==> src/rtl/core_pkg.sv <==
// rtl/core_pkg.sv - shared RV32I core types and encodings
package core_pkg;

  localparam int CORE_XLEN   = 32;
  localparam int CORE_REG_AW = 5;

  localparam logic [4:0] ALU_ADD  = 5'd0;
  localparam logic [4:0] ALU_SUB  = 5'd1;
  localparam logic [4:0] ALU_SLL  = 5'd2;
  localparam logic [4:0] ALU_SLT  = 5'd3;
  localparam logic [4:0] ALU_SLTU = 5'd4;
  localparam logic [4:0] ALU_XOR  = 5'd5;
  localparam logic [4:0] ALU_SRL  = 5'd6;
  localparam logic [4:0] ALU_SRA  = 5'd7;
  localparam logic [4:0] ALU_OR   = 5'd8;
  localparam logic [4:0] ALU_AND  = 5'd9;
  localparam logic [4:0] ALU_LUI  = 5'd10;

  localparam logic OPA_RS1 = 1'b0;
  localparam logic OPA_PC  = 1'b1;
  localparam logic OPB_RS2 = 1'b0;
  localparam logic OPB_IMM = 1'b1;

  typedef struct packed {
    logic                   valid;
    logic [CORE_XLEN-1:0]   pc;
    logic [CORE_XLEN-1:0]   rs1_data;
    logic [CORE_XLEN-1:0]   rs2_data;
    logic [CORE_XLEN-1:0]   imm;
    logic [CORE_REG_AW-1:0] rs1_addr;
    logic [CORE_REG_AW-1:0] rs2_addr;
    logic [CORE_REG_AW-1:0] rd_addr;
    logic [4:0]             alu_op;
    logic                   opa_sel;
    logic                   opb_sel;
    logic                   rd_wren;
    logic                   is_load;
  } id_ex_t;

  // A bubble is an all-zero register: invalid, no write, ALU_ADD, zero data.
  localparam id_ex_t ID_EX_BUBBLE = '0;

endpackage

==> src/rtl/ex_operand_stage_if.sv <==
// rtl/ex_operand_stage_if.sv - decode, forwarding and ALU-side signals of the ID/EX stage
interface ex_operand_stage_if
  import core_pkg::*;
#(
  parameter int XLEN   = CORE_XLEN,
  parameter int REG_AW = CORE_REG_AW
);
  logic              i_valid;
  logic [XLEN-1:0]   i_pc;
  logic [XLEN-1:0]   i_rs1_data;
  logic [XLEN-1:0]   i_rs2_data;
  logic [XLEN-1:0]   i_imm;
  logic [REG_AW-1:0] i_rs1_addr;
  logic [REG_AW-1:0] i_rs2_addr;
  logic [REG_AW-1:0] i_rd_addr;
  logic [4:0]        i_alu_op;
  logic              i_opa_sel;
  logic              i_opb_sel;
  logic              i_rd_wren;
  logic              i_is_load;
  logic              i_stall;
  logic              i_flush;
  logic [REG_AW-1:0] i_mem_rd_addr;
  logic              i_mem_rd_wren;
  logic [XLEN-1:0]   i_mem_data;
  logic [REG_AW-1:0] i_wb_rd_addr;
  logic              i_wb_rd_wren;
  logic [XLEN-1:0]   i_wb_data;

  logic [XLEN-1:0]   o_operand_a;
  logic [XLEN-1:0]   o_operand_b;
  logic [4:0]        o_alu_op;
  logic [XLEN-1:0]   o_store_data;
  logic [XLEN-1:0]   o_pc;
  logic [REG_AW-1:0] o_rd_addr;
  logic              o_rd_wren;
  logic              o_is_load;
  logic              o_valid;
  logic              o_load_use_stall;

  modport master (
    output i_valid, i_pc, i_rs1_data, i_rs2_data, i_imm, i_rs1_addr, i_rs2_addr,
           i_rd_addr, i_alu_op, i_opa_sel, i_opb_sel, i_rd_wren, i_is_load,
           i_stall, i_flush, i_mem_rd_addr, i_mem_rd_wren, i_mem_data,
           i_wb_rd_addr, i_wb_rd_wren, i_wb_data,
    input  o_operand_a, o_operand_b, o_alu_op, o_store_data, o_pc, o_rd_addr,
           o_rd_wren, o_is_load, o_valid, o_load_use_stall
  );

  modport slave (
    input  i_valid, i_pc, i_rs1_data, i_rs2_data, i_imm, i_rs1_addr, i_rs2_addr,
           i_rd_addr, i_alu_op, i_opa_sel, i_opb_sel, i_rd_wren, i_is_load,
           i_stall, i_flush, i_mem_rd_addr, i_mem_rd_wren, i_mem_data,
           i_wb_rd_addr, i_wb_rd_wren, i_wb_data,
    output o_operand_a, o_operand_b, o_alu_op, o_store_data, o_pc, o_rd_addr,
           o_rd_wren, o_is_load, o_valid, o_load_use_stall
  );
endinterface

==> src/rtl/fwd_mux.sv <==
// rtl/fwd_mux.sv - per-operand RAW bypass from EX/MEM and MEM/WB
module fwd_mux #(
  parameter int XLEN   = 32,
  parameter int REG_AW = 5
) (
  input  logic [REG_AW-1:0] rs_addr,
  input  logic [XLEN-1:0]   rs_data,
  input  logic              mem_rd_wren,
  input  logic [REG_AW-1:0] mem_rd_addr,
  input  logic [XLEN-1:0]   mem_data,
  input  logic              wb_rd_wren,
  input  logic [REG_AW-1:0] wb_rd_addr,
  input  logic [XLEN-1:0]   wb_data,
  output logic [XLEN-1:0]   fwd_data
);
  logic rs_nonzero;
  logic mem_hit;
  logic wb_hit;

  // x0 is hardwired to zero, so a write targeting it must never be bypassed.
  assign rs_nonzero = (rs_addr != '0);
  assign mem_hit    = rs_nonzero & mem_rd_wren & (mem_rd_addr == rs_addr);
  assign wb_hit     = rs_nonzero & wb_rd_wren & (wb_rd_addr == rs_addr);

  always_comb begin
    fwd_data = rs_data;
    if (mem_hit) begin
      fwd_data = mem_data;
    end else if (wb_hit) begin
      fwd_data = wb_data;
    end
  end
endmodule

==> src/rtl/ex_operand_stage.sv <==
// rtl/ex_operand_stage.sv - ID/EX register with operand forwarding and load-use bubble insertion
module ex_operand_stage
  import core_pkg::*;
#(
  parameter int XLEN   = CORE_XLEN,
  parameter int REG_AW = CORE_REG_AW
) (
  input logic               i_clk,
  input logic               i_reset,
  ex_operand_stage_if.slave bus
);
  id_ex_t            q;
  id_ex_t            d_capture;
  logic              load_use;
  logic [XLEN-1:0]   fwd_rs1;
  logic [XLEN-1:0]   fwd_rs2;

  // Non-instructions are still captured but can never write rd or count as a load.
  always_comb begin
    d_capture          = ID_EX_BUBBLE;
    d_capture.valid    = bus.i_valid;
    d_capture.pc       = bus.i_pc;
    d_capture.rs1_data = bus.i_rs1_data;
    d_capture.rs2_data = bus.i_rs2_data;
    d_capture.imm      = bus.i_imm;
    d_capture.rs1_addr = bus.i_rs1_addr;
    d_capture.rs2_addr = bus.i_rs2_addr;
    d_capture.rd_addr  = bus.i_rd_addr;
    d_capture.alu_op   = bus.i_alu_op;
    d_capture.opa_sel  = bus.i_opa_sel;
    d_capture.opb_sel  = bus.i_opb_sel;
    d_capture.rd_wren  = bus.i_rd_wren & bus.i_valid;
    d_capture.is_load  = bus.i_is_load & bus.i_valid;
  end

  assign load_use = q.valid & q.is_load & q.rd_wren & (q.rd_addr != '0) & bus.i_valid &
                    ((bus.i_rs1_addr == q.rd_addr) | (bus.i_rs2_addr == q.rd_addr));

  always_ff @(posedge i_clk) begin
    if (i_reset) begin
      q <= ID_EX_BUBBLE;
    end else if (bus.i_flush) begin
      q <= ID_EX_BUBBLE;
    end else if (!bus.i_stall) begin
      q <= load_use ? ID_EX_BUBBLE : d_capture;
    end
  end

  fwd_mux #(.XLEN(XLEN), .REG_AW(REG_AW)) u_fwd_rs1 (
    .rs_addr     (q.rs1_addr),
    .rs_data     (q.rs1_data),
    .mem_rd_wren (bus.i_mem_rd_wren),
    .mem_rd_addr (bus.i_mem_rd_addr),
    .mem_data    (bus.i_mem_data),
    .wb_rd_wren  (bus.i_wb_rd_wren),
    .wb_rd_addr  (bus.i_wb_rd_addr),
    .wb_data     (bus.i_wb_data),
    .fwd_data    (fwd_rs1)
  );

  fwd_mux #(.XLEN(XLEN), .REG_AW(REG_AW)) u_fwd_rs2 (
    .rs_addr     (q.rs2_addr),
    .rs_data     (q.rs2_data),
    .mem_rd_wren (bus.i_mem_rd_wren),
    .mem_rd_addr (bus.i_mem_rd_addr),
    .mem_data    (bus.i_mem_data),
    .wb_rd_wren  (bus.i_wb_rd_wren),
    .wb_rd_addr  (bus.i_wb_rd_addr),
    .wb_data     (bus.i_wb_data),
    .fwd_data    (fwd_rs2)
  );

  assign bus.o_operand_a      = (q.opa_sel == OPA_PC)  ? q.pc  : fwd_rs1;
  assign bus.o_operand_b      = (q.opb_sel == OPB_IMM) ? q.imm : fwd_rs2;
  assign bus.o_store_data     = fwd_rs2;
  assign bus.o_alu_op         = q.alu_op;
  assign bus.o_pc             = q.pc;
  assign bus.o_rd_addr        = q.rd_addr;
  assign bus.o_rd_wren        = q.rd_wren;
  assign bus.o_is_load        = q.is_load;
  assign bus.o_valid          = q.valid;
  assign bus.o_load_use_stall = load_use;
endmodule

==> src/flat_wrapper.sv <==
// flat-port wrapper written by rule: the top's interface ports become plain ports
module ex_operand_stage_flat import core_pkg::*;
#(
  parameter int XLEN   = CORE_XLEN,
  parameter int REG_AW = CORE_REG_AW
)
  (i_clk, i_reset, bus_i_valid, bus_i_pc, bus_i_rs1_data, bus_i_rs2_data, bus_i_imm, bus_i_rs1_addr, bus_i_rs2_addr, bus_i_rd_addr, bus_i_alu_op, bus_i_opa_sel, bus_i_opb_sel, bus_i_rd_wren, bus_i_is_load, bus_i_stall, bus_i_flush, bus_i_mem_rd_addr, bus_i_mem_rd_wren, bus_i_mem_data, bus_i_wb_rd_addr, bus_i_wb_rd_wren, bus_i_wb_data, bus_o_operand_a, bus_o_operand_b, bus_o_alu_op, bus_o_store_data, bus_o_pc, bus_o_rd_addr, bus_o_rd_wren, bus_o_is_load, bus_o_valid, bus_o_load_use_stall);
  ex_operand_stage_if #(.XLEN(XLEN), .REG_AW(REG_AW)) bus_i ();
  input logic i_clk;
  input logic i_reset;
  input wire logic [$bits(bus_i.i_valid)-1:0] bus_i_valid;
  input wire logic [$bits(bus_i.i_pc)-1:0] bus_i_pc;
  input wire logic [$bits(bus_i.i_rs1_data)-1:0] bus_i_rs1_data;
  input wire logic [$bits(bus_i.i_rs2_data)-1:0] bus_i_rs2_data;
  input wire logic [$bits(bus_i.i_imm)-1:0] bus_i_imm;
  input wire logic [$bits(bus_i.i_rs1_addr)-1:0] bus_i_rs1_addr;
  input wire logic [$bits(bus_i.i_rs2_addr)-1:0] bus_i_rs2_addr;
  input wire logic [$bits(bus_i.i_rd_addr)-1:0] bus_i_rd_addr;
  input wire logic [$bits(bus_i.i_alu_op)-1:0] bus_i_alu_op;
  input wire logic [$bits(bus_i.i_opa_sel)-1:0] bus_i_opa_sel;
  input wire logic [$bits(bus_i.i_opb_sel)-1:0] bus_i_opb_sel;
  input wire logic [$bits(bus_i.i_rd_wren)-1:0] bus_i_rd_wren;
  input wire logic [$bits(bus_i.i_is_load)-1:0] bus_i_is_load;
  input wire logic [$bits(bus_i.i_stall)-1:0] bus_i_stall;
  input wire logic [$bits(bus_i.i_flush)-1:0] bus_i_flush;
  input wire logic [$bits(bus_i.i_mem_rd_addr)-1:0] bus_i_mem_rd_addr;
  input wire logic [$bits(bus_i.i_mem_rd_wren)-1:0] bus_i_mem_rd_wren;
  input wire logic [$bits(bus_i.i_mem_data)-1:0] bus_i_mem_data;
  input wire logic [$bits(bus_i.i_wb_rd_addr)-1:0] bus_i_wb_rd_addr;
  input wire logic [$bits(bus_i.i_wb_rd_wren)-1:0] bus_i_wb_rd_wren;
  input wire logic [$bits(bus_i.i_wb_data)-1:0] bus_i_wb_data;
  output wire logic [$bits(bus_i.o_operand_a)-1:0] bus_o_operand_a;
  output wire logic [$bits(bus_i.o_operand_b)-1:0] bus_o_operand_b;
  output wire logic [$bits(bus_i.o_alu_op)-1:0] bus_o_alu_op;
  output wire logic [$bits(bus_i.o_store_data)-1:0] bus_o_store_data;
  output wire logic [$bits(bus_i.o_pc)-1:0] bus_o_pc;
  output wire logic [$bits(bus_i.o_rd_addr)-1:0] bus_o_rd_addr;
  output wire logic [$bits(bus_i.o_rd_wren)-1:0] bus_o_rd_wren;
  output wire logic [$bits(bus_i.o_is_load)-1:0] bus_o_is_load;
  output wire logic [$bits(bus_i.o_valid)-1:0] bus_o_valid;
  output wire logic [$bits(bus_i.o_load_use_stall)-1:0] bus_o_load_use_stall;
  assign bus_i.i_valid = bus_i_valid;
  assign bus_i.i_pc = bus_i_pc;
  assign bus_i.i_rs1_data = bus_i_rs1_data;
  assign bus_i.i_rs2_data = bus_i_rs2_data;
  assign bus_i.i_imm = bus_i_imm;
  assign bus_i.i_rs1_addr = bus_i_rs1_addr;
  assign bus_i.i_rs2_addr = bus_i_rs2_addr;
  assign bus_i.i_rd_addr = bus_i_rd_addr;
  assign bus_i.i_alu_op = bus_i_alu_op;
  assign bus_i.i_opa_sel = bus_i_opa_sel;
  assign bus_i.i_opb_sel = bus_i_opb_sel;
  assign bus_i.i_rd_wren = bus_i_rd_wren;
  assign bus_i.i_is_load = bus_i_is_load;
  assign bus_i.i_stall = bus_i_stall;
  assign bus_i.i_flush = bus_i_flush;
  assign bus_i.i_mem_rd_addr = bus_i_mem_rd_addr;
  assign bus_i.i_mem_rd_wren = bus_i_mem_rd_wren;
  assign bus_i.i_mem_data = bus_i_mem_data;
  assign bus_i.i_wb_rd_addr = bus_i_wb_rd_addr;
  assign bus_i.i_wb_rd_wren = bus_i_wb_rd_wren;
  assign bus_i.i_wb_data = bus_i_wb_data;
  assign bus_o_operand_a = bus_i.o_operand_a;
  assign bus_o_operand_b = bus_i.o_operand_b;
  assign bus_o_alu_op = bus_i.o_alu_op;
  assign bus_o_store_data = bus_i.o_store_data;
  assign bus_o_pc = bus_i.o_pc;
  assign bus_o_rd_addr = bus_i.o_rd_addr;
  assign bus_o_rd_wren = bus_i.o_rd_wren;
  assign bus_o_is_load = bus_i.o_is_load;
  assign bus_o_valid = bus_i.o_valid;
  assign bus_o_load_use_stall = bus_i.o_load_use_stall;
  ex_operand_stage #(.XLEN(XLEN), .REG_AW(REG_AW)) u_core (.i_clk(i_clk), .i_reset(i_reset), .bus(bus_i));
endmodule
==> config.mk <==
export PLATFORM = sky130hd
export DESIGN_NAME = ex_operand_stage_flat
export DESIGN_NICKNAME = d
export VERILOG_FILES = /design/src/rtl/core_pkg.sv /design/src/rtl/ex_operand_stage_if.sv /design/src/rtl/fwd_mux.sv /design/src/rtl/ex_operand_stage.sv /design/src/flat_wrapper.sv
export SDC_FILE = /design/constraint.sdc
export NUM_CORES = 1
export LEC_CHECK = 0
export ABC_AREA = 1
export CELL_PAD_IN_SITES_DETAIL_PLACEMENT = 1
export CELL_PAD_IN_SITES_GLOBAL_PLACEMENT = 1
export CORE_MARGIN = 4
export CORE_UTILIZATION = 31
export DETAILED_ROUTE_END_ITERATION = 10
export GPL_ROUTABILITY_DRIVEN = 0
export GPL_TIMING_DRIVEN = 0
export MAX_ROUTING_LAYER = met4
export PLACE_DENSITY = 0.91
export SETUP_SLACK_MARGIN = 0.5
export SLEW_MARGIN = 20
export SYNTH_ARGS = -nofsm -noshare
export SYNTH_HDL_FRONTEND = slang
export SYNTH_SLANG_ARGS = --single-unit
==> constraint.sdc <==
create_clock -name i_clk -period 3.9 [get_ports i_clk]
set_input_delay 0.585 -clock i_clk [delete_from_list [all_inputs] [get_ports i_clk]]
set_output_delay 0.585 -clock i_clk [all_outputs]
set_load 0.02 [all_outputs]
* Word-level counts from Yosys, hierarchy flattened
Index checks and enable logic that the tools add are counted.
Word-level totals: output and inout port bits 142, register bits after elaboration 153, input bits 233, word-level logic and storage cells 46
Cells by class: reductions and logical operators 4, muxes and demuxes 7, bitwise logic cells 16, eq/ne operators 6
Operators with widths (number):
- 32-bit two-way mux | 6
- 153-bit two-way mux | 1
- 5-bit == test | 6
- 1-bit bitwise AND | 15
- 5-bit nonzero test | 3
- 2-bit OR reduction | 1
- 1-bit OR | 1

* Depth between registers and ports, before layout
word-level depth 6, depth in mapped cells 11, depth with buffers taken out 9

* Hierarchy
Synthesis repeated with hierarchy kept, for this count alone.
Second synthesis, totals: cell total of the unflattened synthesis 1421, area, all modules 9336.5 µm²
Modules (own cells, without submodules):
- ex_operand_stage | seq. area each 3062.9 µm², area an instance 6801.5 µm², times used 1, cells an instance 847
- fwd_mux | seq. area each 0.0 µm², area an instance 1267.5 µm², times used 2, cells an instance 287

* Least setup slack after synthesis
No wires, ideal clock.
path kind input -> output, start point in bus_i_wb_rd_addr[2], end point out bus_o_operand_a[10], slack 1755 ps, arrival time 1560 ps, buffers on the path 1, cell stages on the path 10, path through inv_1 -> nand2_1 -> nand2_1 -> nor3_4 -> nand2_1 -> buf_2 -> nand2_1 -> nand3_1 -> nand2_1 -> nand2_1
Between the ends: longest elaborated chain between the ends 5
RTL lines:
- from (decl) | RTL line flat_wrapper.sv:29 | input wire logic [$bits(bus_i.i_wb_rd_addr)-1:0] bus_i_wb_rd_addr;
- 5-bit == test | RTL line fwd_mux.sv:23 | assign wb_hit = rs_nonzero & wb_rd_wren & (wb_rd_addr == rs_addr);
- 1-bit bitwise AND | RTL line fwd_mux.sv:23
- 32-bit two-way mux | RTL line fwd_mux.sv:29 | end else if (wb_hit) begin
- 32-bit two-way mux | RTL line fwd_mux.sv:27 | if (mem_hit) begin
- 32-bit two-way mux | RTL line ex_operand_stage.sv:73 | assign bus.o_operand_a = (q.opa_sel == OPA_PC) ? q.pc : fwd_rs1;
- to (decl) | RTL line flat_wrapper.sv:32 | output wire logic [$bits(bus_i.o_operand_a)-1:0] bus_o_operand_a;
No other way between the ends.

* Worst setup path after layout
start point in bus_i_wb_rd_addr[2], end point out bus_o_operand_b[20]
Between the ends: longest elaborated chain between the ends 5
RTL lines:
- 5-bit == test | RTL line fwd_mux.sv:23
- 1-bit bitwise AND | RTL line fwd_mux.sv:23
- 32-bit two-way mux | RTL line fwd_mux.sv:29
- 32-bit two-way mux | RTL line fwd_mux.sv:27
- 32-bit two-way mux | RTL line ex_operand_stage.sv:74 | assign bus.o_operand_b = (q.opb_sel == OPB_IMM) ? q.imm : fwd_rs2;
- to (decl) | RTL line flat_wrapper.sv:33 | output wire logic [$bits(bus_i.o_operand_b)-1:0] bus_o_operand_b;
No other way between the ends.

==> key figures <==
Logic synthesis
  • Synthesized area per cell: 6.140 sq um
  • Compound-gate portion of the synthesized area: 16.96%
  • Mux cell area share after synthesis: 0%
  • Number of synthesized flops with an enable pin: 0
  • Main combinational cell family by area after synthesis: simple AND/OR/NAND/NOR gates
  • Synthesized cell area: 9117 sq um
  • Synth Area in XOR/XNOR: 0.4803%
  • Cells after Synth: 1485
  • Post-synthesis sequential area ratio: 33.59%
  • Adder-cell share of the synthesized area: 0%
  • Syn Nets: 1718
  • Ys flop type: dfxtp_1
  • Simple-gate share of the synthesized area: 35.57%
  • Ys Warns: 0
  • Ys async rst share: 0%
  • Yosys reg bits: 153
  • Synth cell types: 25

Power and ir drop
  • PD cells: 320.6 nW/um^2
  • Leakage power: 0.006862 uW
  • Peak supply drop: 234.5 uV
  • Final Power: 4495 uW

Setup path
  • Crit path max fanout: 10
  • Worst Setup SP: bus_i_wb_rd_addr[2]
  • CP arrival: 2.79 ns
  • Crit path launch type: input port
  • WP data required: 3.31 ns
  • Worst setup path category: input port to output port
  • CP endpoint kind: output port
  • R2R Path Start: u_core.bus.o_rd_addr[0]

Clock tree
  • Cts hold-fix bufs: 0
  • Clock latency on the worst-skew pair: 0.43 ns
  • Clock transition at path regs: 0.07 ns
  • H-tree levels: 4
  • Largest buffer count on any clock path: 2
  • CTS tree: built
  • Clk root buf: clkbuf_16
  • CTS sink count: 153
  • CTS buffer count: 17

Floorplan
  • Die area: 32220 sq um
  • Die H: 179.5 um
  • Initial Utilization: 31.59%
  • Row count: 62
  • I/O Pins: 375
  • DIE WIDTH: 179.5 um
  • Core area: 28860 sq um

Global routing
  • Global-route wire length before repair: 71.42 mm
  • Initial antenna violation count: 4
  • Tot GR Track Use: 28.78%
  • Largest net degree at the start of global routing: 17
  • GR Overflow Total: 0
  • Vias in the first global route: 12820

Placement
  • Detailed Place HPWL: 37.04 mm
  • Number of port buffers: 374
  • Placed Instance Area: 13340 sq um

Min path
  • Hold Startpoint: u_core.bus.o_is_load
  • Hold WC Path Type: flop to flop

Detailed routing
  • First-pass DRT Iterations: 5
  • Total number of vias: 11840
  • DRT iter0 DRCs: 824
  • Post-Route WL: 46.97 mm
  • DRC viols: 0
  • Vias per std cell: 5.172
  • Final antenna-violating net count: 0
  • WL per Instance: 20.51 um

Flow run
  • Max capacitance violation total: 0

STA
  • Max-slew headroom: 37.59%
  • Hold slack: 0.4984 ns
  • Crit share post-route: 86.50%
  • F_max: 296.4 MHz
  • Post-layout min period: 3.374 ns
  • Slew of the pin with the lowest slew margin: 0.9362 ns
  • Final hold vios: 0
  • Slew Viols, Final: 0
  • Setup Viol. Count Final: 0
  • Final Skew: 0.01213 ns
  • RSZ-0062 raised after global routing: yes

Final layout
  • Share of post-route cells with drive strength above 1: 9.621%
  • Fin nets: 2122
  • P&R area growth vs syn: 53.78%
  • Post-Layout Inst Area: 14020 sq um

Run status
  • Outcome: finished, final reports clean
critical path, stage by stage:
cell	delay, ns
clkdlybuf4s50_1	0.54
inv_1	0.09
nand2_1	0.06
nand4_1	0.16
nor2_4	0.22
buf_4	0.15
clkbuf_4	0.20
nand3_1	0.09
nand3_1	0.11
nand3_1	0.15
nand2_1	0.13
clkdlybuf4s15_1	0.31
timing repair:
item / 4_1_cts / 5_1_grt
endpoints found under the setup margin: 97 / 65
buffers inserted: 9 / 2
gates resized for setup: 126 / 78
pin swaps: 6 / 4
placed cells by master, fill, tap and decap left out, drive strengths merged, types with 2 or more instances in the layout:
cell type      synthesis  layout
clkinvlp               0       3
nand3                201     201
o21ai                151     151
bufinv                 0       3
clkinv                 0       4
clkdlybuf4s15          0      15
dfxtp                153     153
clkdlybuf4s50          0     276
dlymetal6s2s           0       3
and2                  32      32
o211ai                 2       2
inv                  102     107
buf                   99     102
diode                  0       4
dlygate4sd2            0      55
xnor2                  4       4
a21oi                155     155
clkbuf                55     105
nand4                  5       5
nand2                500     500
nor2                  21      21
nor3                   3       3
synthesized netlist by cell type (2+ instances only):
master,count,area [sq um]
and2_1,32,200.2
inv_2,6,22.52
buf_6,6,67.56
dfxtp_1,153,3063
o211ai_1,2,15.01
buf_1,7,26.28
nor2_2,4,25.02
nand2_1,499,1873
nor2_1,17,63.81
a21oi_1,155,775.7
nand3_1,201,1006
clkbuf_1,55,206.5
buf_2,43,215.2
xnor2_1,4,35.03
buf_4,43,322.8
nand4_1,5,31.28
inv_1,96,360.4
o21ai_0,150,750.7
area by class of cell:
cell class                      count  area, sq um
Clock inverter                     15        191.4
Antenna cell                        4        10.01
Fill cell                        3808        14840
Buffer                            154        879.6
Timing Repair Buffer              385         3680
Multi-Input combinational cell   1076         4906
Tap cell                          384        480.5
Sequential cell                   153         3063
Inverter                          102        385.4
Clock buffer                       17        425.4
through the flow:
stage	util [%]	setup TNS [ns]	setup WS, ns	instances
2_1_floorplan	-	0	1.755	1485
3_3_place_gp	46.23	-9.474	-0.3752	2243
3_5_place_dp	46.23	-9.424	-0.3941	2243
4_1_cts	48.51	0	0.5012	2284
5_1_grt	48.59	0	0.4754	2290
6_report	48.59	0	0.5264	2290
power by group:
group / internal, uW / total [uW] / switching [uW] / leakage [uW]
clock network: 1030 / 1810 / 784 / 0.000296
registers: 1630 / 1680 / 47.8 / 0.00125
logic: 459 / 1010 / 551 / 0.00531
path summary, 6_finish.rpt:
check / end / slack [ns] / cells past startpoint
setup / recovery: bus_o_operand_b[20] / 0.53 / 12
hold / removal: u_core.bus.o_is_load / 0.50 / 2
setup reg to reg: u_core.q[26] / 2.03 / 10
hold reg to reg: u_core.bus.o_is_load / 0.50 / 2
state kept, by name, indices dropped and copies added, names as in the netlist:
name and cells:
u_core.q 108, u_core.bus.o_pc 32, u_core.bus.o_alu_op 5, u_core.bus.o_rd_addr 5, u_core.bus.o_is_load 1, u_core.bus.o_rd_wren 1, u_core.bus.o_valid 1
logic make-up (layout without fill, tap and decap cells):
group,Yosys count,count (layout)
AO/OA/AOI/OAI,308,308
XOR/XNOR,5,5
buffers and inverters,256,673
flip-flops,153,153
other,0,4
AND/OR/NAND/NOR,763,763
routing by layer:
layer  global-route usage [%]  wire [um]  up-vias
met5                        -          0        -
met4                    13.01       2009        0
met3                    6.103       3137      107
met2                    47.21      22220      490
met1                    34.00      19600     5670
li1                         -          -     5576
Power figures use the tool's default switching activity.
